### src/rtl/alu_pkg.sv
// rtl/alu_pkg.sv - shared ALU op encodings and adder sizing helper
package alu_pkg;

  localparam logic [1:0] OP_ADD  = 2'b00;
  localparam logic [1:0] OP_SUB  = 2'b01;
  localparam logic [1:0] OP_ADDC = 2'b10;
  localparam logic [1:0] OP_SUBB = 2'b11;

  function automatic int ngroups(input int width, input int group);
    return width / group;
  endfunction

endpackage

### src/rtl/cla_adder_pipe_pg_group.sv
// rtl/cla_adder_pipe_pg_group.sv - GROUP-bit lookahead block: group P/G and per-bit carries
module pg_group #(
  parameter int GROUP = 4
) (
  input  logic [GROUP-1:0] p,
  input  logic [GROUP-1:0] g,
  input  logic             cin,
  output logic             gp,
  output logic             gg,
  output logic [GROUP-1:0] c
);

  // c[i] is the carry into bit i of the group; gg assumes a zero carry-in
  always_comb begin
    logic carry;
    logic gen;
    gp    = &p;
    gen   = 1'b0;
    carry = cin;
    c     = '0;
    for (int i = 0; i < GROUP; i++) begin
      c[i]  = carry;
      carry = g[i] | (p[i] & carry);
      gen   = g[i] | (p[i] & gen);
    end
    gg = gen;
  end

endmodule

### src/rtl/cla_adder_pipe.sv
// rtl/cla_adder_pipe.sv - two-stage pipelined carry-lookahead add/sub with valid/ready
module cla_adder_pipe
  import alu_pkg::*;
#(
  parameter int WIDTH = 32,
  parameter int GROUP = 4
) (
  input  logic             clk,
  input  logic             rst,
  input  logic             in_valid,
  output logic             in_ready,
  input  logic [WIDTH-1:0] a,
  input  logic [WIDTH-1:0] b,
  input  logic             cin,
  input  logic [1:0]       op,
  output logic             out_valid,
  input  logic             out_ready,
  output logic [WIDTH-1:0] sum,
  output logic             cout,
  output logic             ovf,
  output logic             zero
);

  localparam int NG = ngroups(WIDTH, GROUP);

  if ((WIDTH % GROUP) != 0 || !(GROUP == 2 || GROUP == 4 || GROUP == 8)) begin : g_param_err
    $error("cla_adder_pipe: WIDTH must be a multiple of GROUP, GROUP must be 2, 4 or 8");
  end

  logic [WIDTH-1:0] b_eff, p_in, g_in, unused_c_in;
  logic [NG-1:0]    gp_in, gg_in;
  logic             c0_in;

  assign b_eff = op[0] ? ~b : b;
  assign c0_in = op[1] ? cin : (op == OP_SUB);
  assign p_in  = a ^ b_eff;
  assign g_in  = a & b_eff;

  for (genvar k = 0; k < NG; k++) begin : g_s1
    pg_group #(.GROUP(GROUP)) u_pg (
      .p   (p_in[k*GROUP +: GROUP]),
      .g   (g_in[k*GROUP +: GROUP]),
      .cin (1'b0),
      .gp  (gp_in[k]),
      .gg  (gg_in[k]),
      .c   (unused_c_in[k*GROUP +: GROUP])
    );
  end

  logic             v1, c01;
  logic [WIDTH-1:0] p1, g1;
  logic [NG-1:0]    gp1, gg1;
  logic             v2;
  logic             adv1, adv2;

  assign adv2     = !v2 || out_ready;
  assign adv1     = !v1 || adv2;
  assign in_ready = adv1;

  always_ff @(posedge clk or posedge rst) begin
    if (rst) begin
      v1  <= 1'b0;
      c01 <= 1'b0;
      p1  <= '0;
      g1  <= '0;
      gp1 <= '0;
      gg1 <= '0;
    end else if (adv1) begin
      v1 <= in_valid;
      if (in_valid) begin
        c01 <= c0_in;
        p1  <= p_in;
        g1  <= g_in;
        gp1 <= gp_in;
        gg1 <= gg_in;
      end
    end
  end

  // Group carry chain: gc[k] is the carry into group k, gc[NG] the adder carry-out
  logic [NG:0] gc;
  always_comb begin
    logic carry;
    carry = c01;
    gc    = '0;
    for (int k = 0; k < NG; k++) begin
      gc[k] = carry;
      carry = gg1[k] | (gp1[k] & carry);
    end
    gc[NG] = carry;
  end

  logic [WIDTH-1:0] bc, sum_n;
  logic [NG-1:0]    unused_gp2, unused_gg2;

  for (genvar k = 0; k < NG; k++) begin : g_s2
    pg_group #(.GROUP(GROUP)) u_pg (
      .p   (p1[k*GROUP +: GROUP]),
      .g   (g1[k*GROUP +: GROUP]),
      .cin (gc[k]),
      .gp  (unused_gp2[k]),
      .gg  (unused_gg2[k]),
      .c   (bc[k*GROUP +: GROUP])
    );
  end

  assign sum_n = p1 ^ bc;

  always_ff @(posedge clk or posedge rst) begin
    if (rst) begin
      v2   <= 1'b0;
      sum  <= '0;
      cout <= 1'b0;
      ovf  <= 1'b0;
      zero <= 1'b0;
    end else if (adv2) begin
      v2 <= v1;
      if (v1) begin
        sum  <= sum_n;
        cout <= gc[NG];
        ovf  <= bc[WIDTH-1] ^ gc[NG];
        zero <= ~|sum_n;
      end
    end
  end

  assign out_valid = v2;

endmodule
### config.mk
export PLATFORM = sky130hd
export DESIGN_NAME = cla_adder_pipe
export DESIGN_NICKNAME = d
export VERILOG_FILES = /design/src/rtl/alu_pkg.sv /design/src/rtl/cla_adder_pipe_pg_group.sv /design/src/rtl/cla_adder_pipe.sv
export SDC_FILE = /design/constraint.sdc
export NUM_CORES = 1
export LEC_CHECK = 0
export CAP_MARGIN = 15
export CORE_ASPECT_RATIO = 2
export CORE_MARGIN = 1
export CORE_UTILIZATION = 50
export CTS_CLUSTER_DIAMETER = 120
export DETAILED_ROUTE_END_ITERATION = 16
export HOLD_SLACK_MARGIN = 0.05
export PLACE_DENSITY = 0.76
export SYNTH_ARGS = -nofsm -noshare
export SYNTH_HDL_FRONTEND = slang
export SYNTH_HIERARCHICAL = 1
export SYNTH_SLANG_ARGS = --single-unit
### constraint.sdc
create_clock -name clk -period 8.8 [get_ports clk]
set_input_delay 1.76 -clock clk [delete_from_list [all_inputs] [get_ports clk]]
set_output_delay 1.76 -clock clk [all_outputs]
set_load 0.005 [all_outputs]
==> results.md <==
- Tcrit/Tclk final: 0.531
- Slowest CP cell: clkdlybuf4s50_1
- Critical path class: input port to primary output
- Hold EP: sum[22]
- # nets final: between 600 and 700
- Relative slew slack: 0.299
- Vias/cell: between 5 and 6
- Setup TNS: 0 ns
- Least-Margin Pin Slew: 1.05 ns
- Endpoint type of the worst setup path: primary output
- Number of global-route vias before repair: 4250
- Family with the most delay on the worst path: buffers and inverters
- Core area: 11200 um^2
- Worst hold stages: 2
- # diodes: 0
- Remaining antenna violation count after routing: 0
- Leak: around 3.2 nW
- Clk root buf: clkbuf_16
- RR Endpoint: zero
- RePlAce Congestion: 0.809
- PD cells: 243 nW/um^2
- Postcts setup bufs: 0
- R2R Path Start: c01
- First-pass GRT wire length: 20400 um
- Finished Core Util: 0.633
- Fin. Hold Viols: 0
- Antenna violations before repair: 0
- Hold-fix buffers at CTS: 0
- Reg area: 2750 um^2
- Total gr overflow: 0
- Tmin final: 4.67 ns
- Fmax: between 200 and 250 MHz
- Synthesized area: 5730 um^2
- P&R area growth vs syn: 24.0%
- Peak supply drop: 151 uV
- Clock skew after layout: 0.00829 ns
- Unrepaired setup endpoints after global routing: false
- Initial Util: 0.511
- Total of max-cap violations: 0
- Post-DP HPWL: 9400 um
- Clock latency on the worst-skew pair: 0.35 ns
- R2R setup slack: 5.70 ns
- CTS buffer count: 9
- H-Tree Depth: 3
- CP arrival: 2.91 ns
- Detailed-route wire length: 12600 um
- Die Y: about 150 um
- Num ports: ~110
- Layout Cells excl Fill: 734
- GRT Overall Usage: 0.224
- Die width: 77.7 um
- Layout cells sized above 1: 0.160
- DR vias: 3993
- Cts repair resizes: 0
- Setup ws final: 4.13 ns
- CTS tree: done
- Setup Viol. Count Final: 0
- Worst Hold Launch: sum[22]
- Power Total: 1.73 mW
- CTS Sinks: 110
- Worst R2R Path Depth: 11
- IO buf count: between 100 and 150
- WL per Instance: 17.1 um
- Synth Instances: 494
- Largest net degree at the start of global routing: 75
- Worst slack at placement: approximately 4.1 ns
- Die area: 11900 um^2
- Synthesized area per cell: 11.6 um^2
- Syn_nets: 597
- Req. time, crit path: 7.04 ns
- Multi-input gate area: 2800 um^2
- Hold_ws: between 0.4 and 0.5 ns
- Outcome: finished clean
- Worst Hold Class: flip-flop to flip-flop
- Startpoint class of the critical path: input port
- Worst Path Buf+Inv: 2
- Area of placed instances: 6820 um^2
- DR iter-0 viols: 269
- CTS max path bufs: 2
- Number of placement rows: 55
- Final instance area: 7100 um^2
- Number of warnings issued by yosys: 6
- Post-route DRC: 0
- 1st-pass router iterations: 4
- Most used cell, CP: clkdlybuf4s50_1
- CTS clk-pin slew, worst paths: roughly 0.070 ns
- CP peak stage delay: about 0.52 ns
- Critical path fanouts, max: 3
- # fillers: between 900 and 1000
- Final Slew Violations: 0
- Placed instance count: 718
- Worst-path cell chain: clkdlybuf4s50_1 > nand3b_1 > clkdlybuf4s50_1
[power by group]
part	switching (mW)	total, mW	internal (mW)
clock	0.175	0.383	0.207
sequential	0.103	0.745	0.642
combinational	0.260	0.599	0.339
total	0.538	1.73	1.19
[registers in the layout, indices dropped and copies added, names as in the netlist]
name / cells
p1: 32
sum: 32
g1: 24
gg1: 8
gp1: 8
c01: 1
cout: 1
out_valid: 1
ovf: 1
v1: 1
zero: 1
[per-layer routing]
metal  wire length (um)  track usage  vias up
li1                   -            -     1916
met5                  0            0        -
met2               7380        0.430       83
met4                435        0.110        0
met1               4430        0.232     1962
met3                321       0.0281       32
[cell type report]
class / instances / share of cell area
Multi-Input combinational cell: 355 / 0.394
Tap cell: 142 / 0.0250
Sequential cell: 110 / 0.388
Timing Repair Buffer: 109 / 0.152
Clock inverter: 3 / 0.00264
Clock buffer: 13 / 0.0366
Inverter: 2 / 0.00141
[worst max-delay path by stage]
stage | start | endpoint | slack (ns) | depth (start not counted)
6_report | out_ready | in_ready | 4.13 | 3
5_1_grt | out_ready | in_ready | 4.10 | 3
4_1_cts | out_ready | in_ready | 4.12 | 3
3_5_place_dp | out_ready | in_ready | 4.13 | 3
3_3_place_gp | out_ready | in_ready | 4.15 | 3
2_1_floorplan | rst | c01 | 4.14 | 1
[worst min-delay path: cells and delay by family (launching register included)]
family             cells  cell delay [ns]
and+or+nand+nor        1             0.04
DFF                    1             0.34
AOI/OAI and AO/OA      1             0.06
[layout by cell type (no fill, tap or decap), types with 3 or more instances in the layout]
cell             instances
clkbuf_16                9
dfrtp_1                110
a21oi_1                 18
xor2_1                  34
nand2_1                 51
xnor2_1                 31
nand4_1                  7
mux2_2                  73
a31o_1                   8
clkdlybuf4s50_1        106
nor2_1                  10
ha_1                    32
o21ai_0                 43
nand2b_1                 3
a21o_1                  29
Note: power is estimated with default switching activity, not from simulation.
==> RTL edit, RTL diff (config.mk and constraints unchanged) <==
Register the output `ovf` once more, without a reset; this adds one clock of latency there. The other outputs are not delayed to match.
--- a/src/rtl/cla_adder_pipe.sv
+++ b/src/rtl/cla_adder_pipe.sv
@@ -22,6 +22,8 @@
 );
 
   localparam int NG = ngroups(WIDTH, GROUP);
+
+  logic ovf_s0;
 
   if ((WIDTH % GROUP) != 0 || !(GROUP == 2 || GROUP == 4 || GROUP == 8)) begin : g_param_err
     $error("cla_adder_pipe: WIDTH must be a multiple of GROUP, GROUP must be 2, 4 or 8");
@@ -111,14 +113,14 @@
       v2   <= 1'b0;
       sum  <= '0;
       cout <= 1'b0;
-      ovf  <= 1'b0;
+      ovf_s0 <= 1'b0;
       zero <= 1'b0;
     end else if (adv2) begin
       v2 <= v1;
       if (v1) begin
         sum  <= sum_n;
         cout <= gc[NG];
-        ovf  <= bc[WIDTH-1] ^ gc[NG];
+        ovf_s0 <= bc[WIDTH-1] ^ gc[NG];
         zero <= ~|sum_n;
       end
     end
@@ -126,4 +128,8 @@
 
   assign out_valid = v2;
 
+  always_ff @(posedge clk) begin
+    ovf <= ovf_s0;
+  end
+
 endmodule
Behaviour: not the same (a bounded check fails within 4 cycles, from zero or initial values and one cycle with rst high).
==> RTL edit against the unedited design <==
Sequential cell count is 1 higher. Cell area is 1.5% higher. Critical endpoint unchanged. Total power is 6.2% higher. Clock power is 26% higher. Worst setup slack worse by 16 ps. Largest power group unchanged. Sequential power is 0.9% higher. Via count hardly changed. Critical path type unchanged. Area after synthesis is 0.35% higher. Wire length is 2.5% higher.
==> RTL edit: results <==
metrics = {
    "setup_path": {
        "crit_path_start": "out_ready",
        "critPathTopFamily": "buffers and inverters",
        "r2r_end": "zero$_DFFE_PP0P_",
        "crit_end": "in_ready",
        "slowest_delay_ps": 520,
        "worstReg2RegStart": "c01$_DFFE_PP0P_",
        "critical_path.max_fanout": 3,
        "worst-r2r-cell-count": 11,
        "cp_slowest_cell": "clkdlybuf4s50_1",
        "r2r_slack_ps": 5700,
        "worst_ep_arrival_time_ps": 2930,
    },
    "final_layout": {
        "nets": 692,
        "n_fill_cell": 942,
        "top_regs": "p1 x32, sum x32, g1 x24",
        "antenna_cells": 0,
        "fin_cells": 736,
        "drive_above_1_share": 0.163,
    },
    "timing": {
        "fmax_mhz": 213,
        "skew_ps": 10.0,
        "slew_headroom": 0.339,
        "fin_hold_ws_ps": 380,
    },
    "global_routing": {
        "grt_pass1_vias": 4366,
        "antenna_found_initial": 0,
        "track_usage": 0.234,
        "grt_max_degree": 75,
        "grt_pass1_wl_mm": 21.0,
    },
    "detailed_routing": {
        "wl_per_cell_um": 17.5,
        "initialDrtViolationCount": 169,
        "drtPass1Iterations": 4,
        "via_per_inst": 5.42,
    },
    "placement": {
        "gp_congestion": 0.832,
        "hpwlAfterDp_mm": 9.59,
        "pre_cts_ws_ps": 4100,
        "dpl-instance-area_mm2": 0.00685,
        "dp_cells": 720,
        "io_buffers": 107,
    },
    "clock_tree": {
        "clk_latency_ps": 360,
        "cts_resized": 0,
        "clk_path_buf_depth": 2,
        "cts_buffers": 9,
        "ctsRootBufferMaster": "clkbuf_16",
        "post_cts.repair.setup_buffers": 0,
        "htree_levels": 3,
        "path_clk_slew_ps": 70,
    },
    "floorplanning": {
        "coreArea_mm2": 0.0113,
    },
    "power": {
        "p_sw_frac": 0.300,
        "leakage_nw": 3.26,
        "vdd_drop_max_v": 0.000169,
    },
    "synth": {
        "syn_area_per_cell_um2": 11.6,
        "yosysWarnings": 6,
        "syn_nets": 598,
    },
    "hold_path": {
        "min_path_cells": 0,
        "hold_path.class": "register to register",
        "min-delay-start": "ovf_s0$_DFFE_PP0P_",
        "min_to": "ovf$_DFF_P_",
    },
    "outcome": {
        "status": "finished clean",
    },
}
RTL edit: per-layer routing:
layer,up-vias,global-route usage,wire [um]
met5,-,0,0
met4,0,0.101,387
met3,23,0.0415,348
met2,84,0.455,7480
li1,1913,-,-
met1,1971,0.235,4650
RTL edit: layout make-up:
| type | instances | area, um^2 | area share |
|---|---|---|---|
| well taps | 142 | 178 | 0.0247 |
| multi-input cells | 355 | 2800 | 0.389 |
| flip-flops and latches | 111 | 2770 | 0.385 |
| inverters | 2 | 10.0 | 0.00139 |
| repair buffers | 110 | 1090 | 0.151 |
| clock inverters | 4 | 98.8 | 0.0137 |
| clock buffers | 12 | 256 | 0.0356 |
RTL edit: power groups by stage:
stage               combinational, mW  clock, mW  sequential [mW]
floorplan                       0.344          0            0.743
global placement                0.591          0            0.753
detailed placement              0.604          0            0.762
CTS                             0.610      0.485            0.753
global route                    0.655      0.512            0.772
finish                          0.600      0.481            0.752
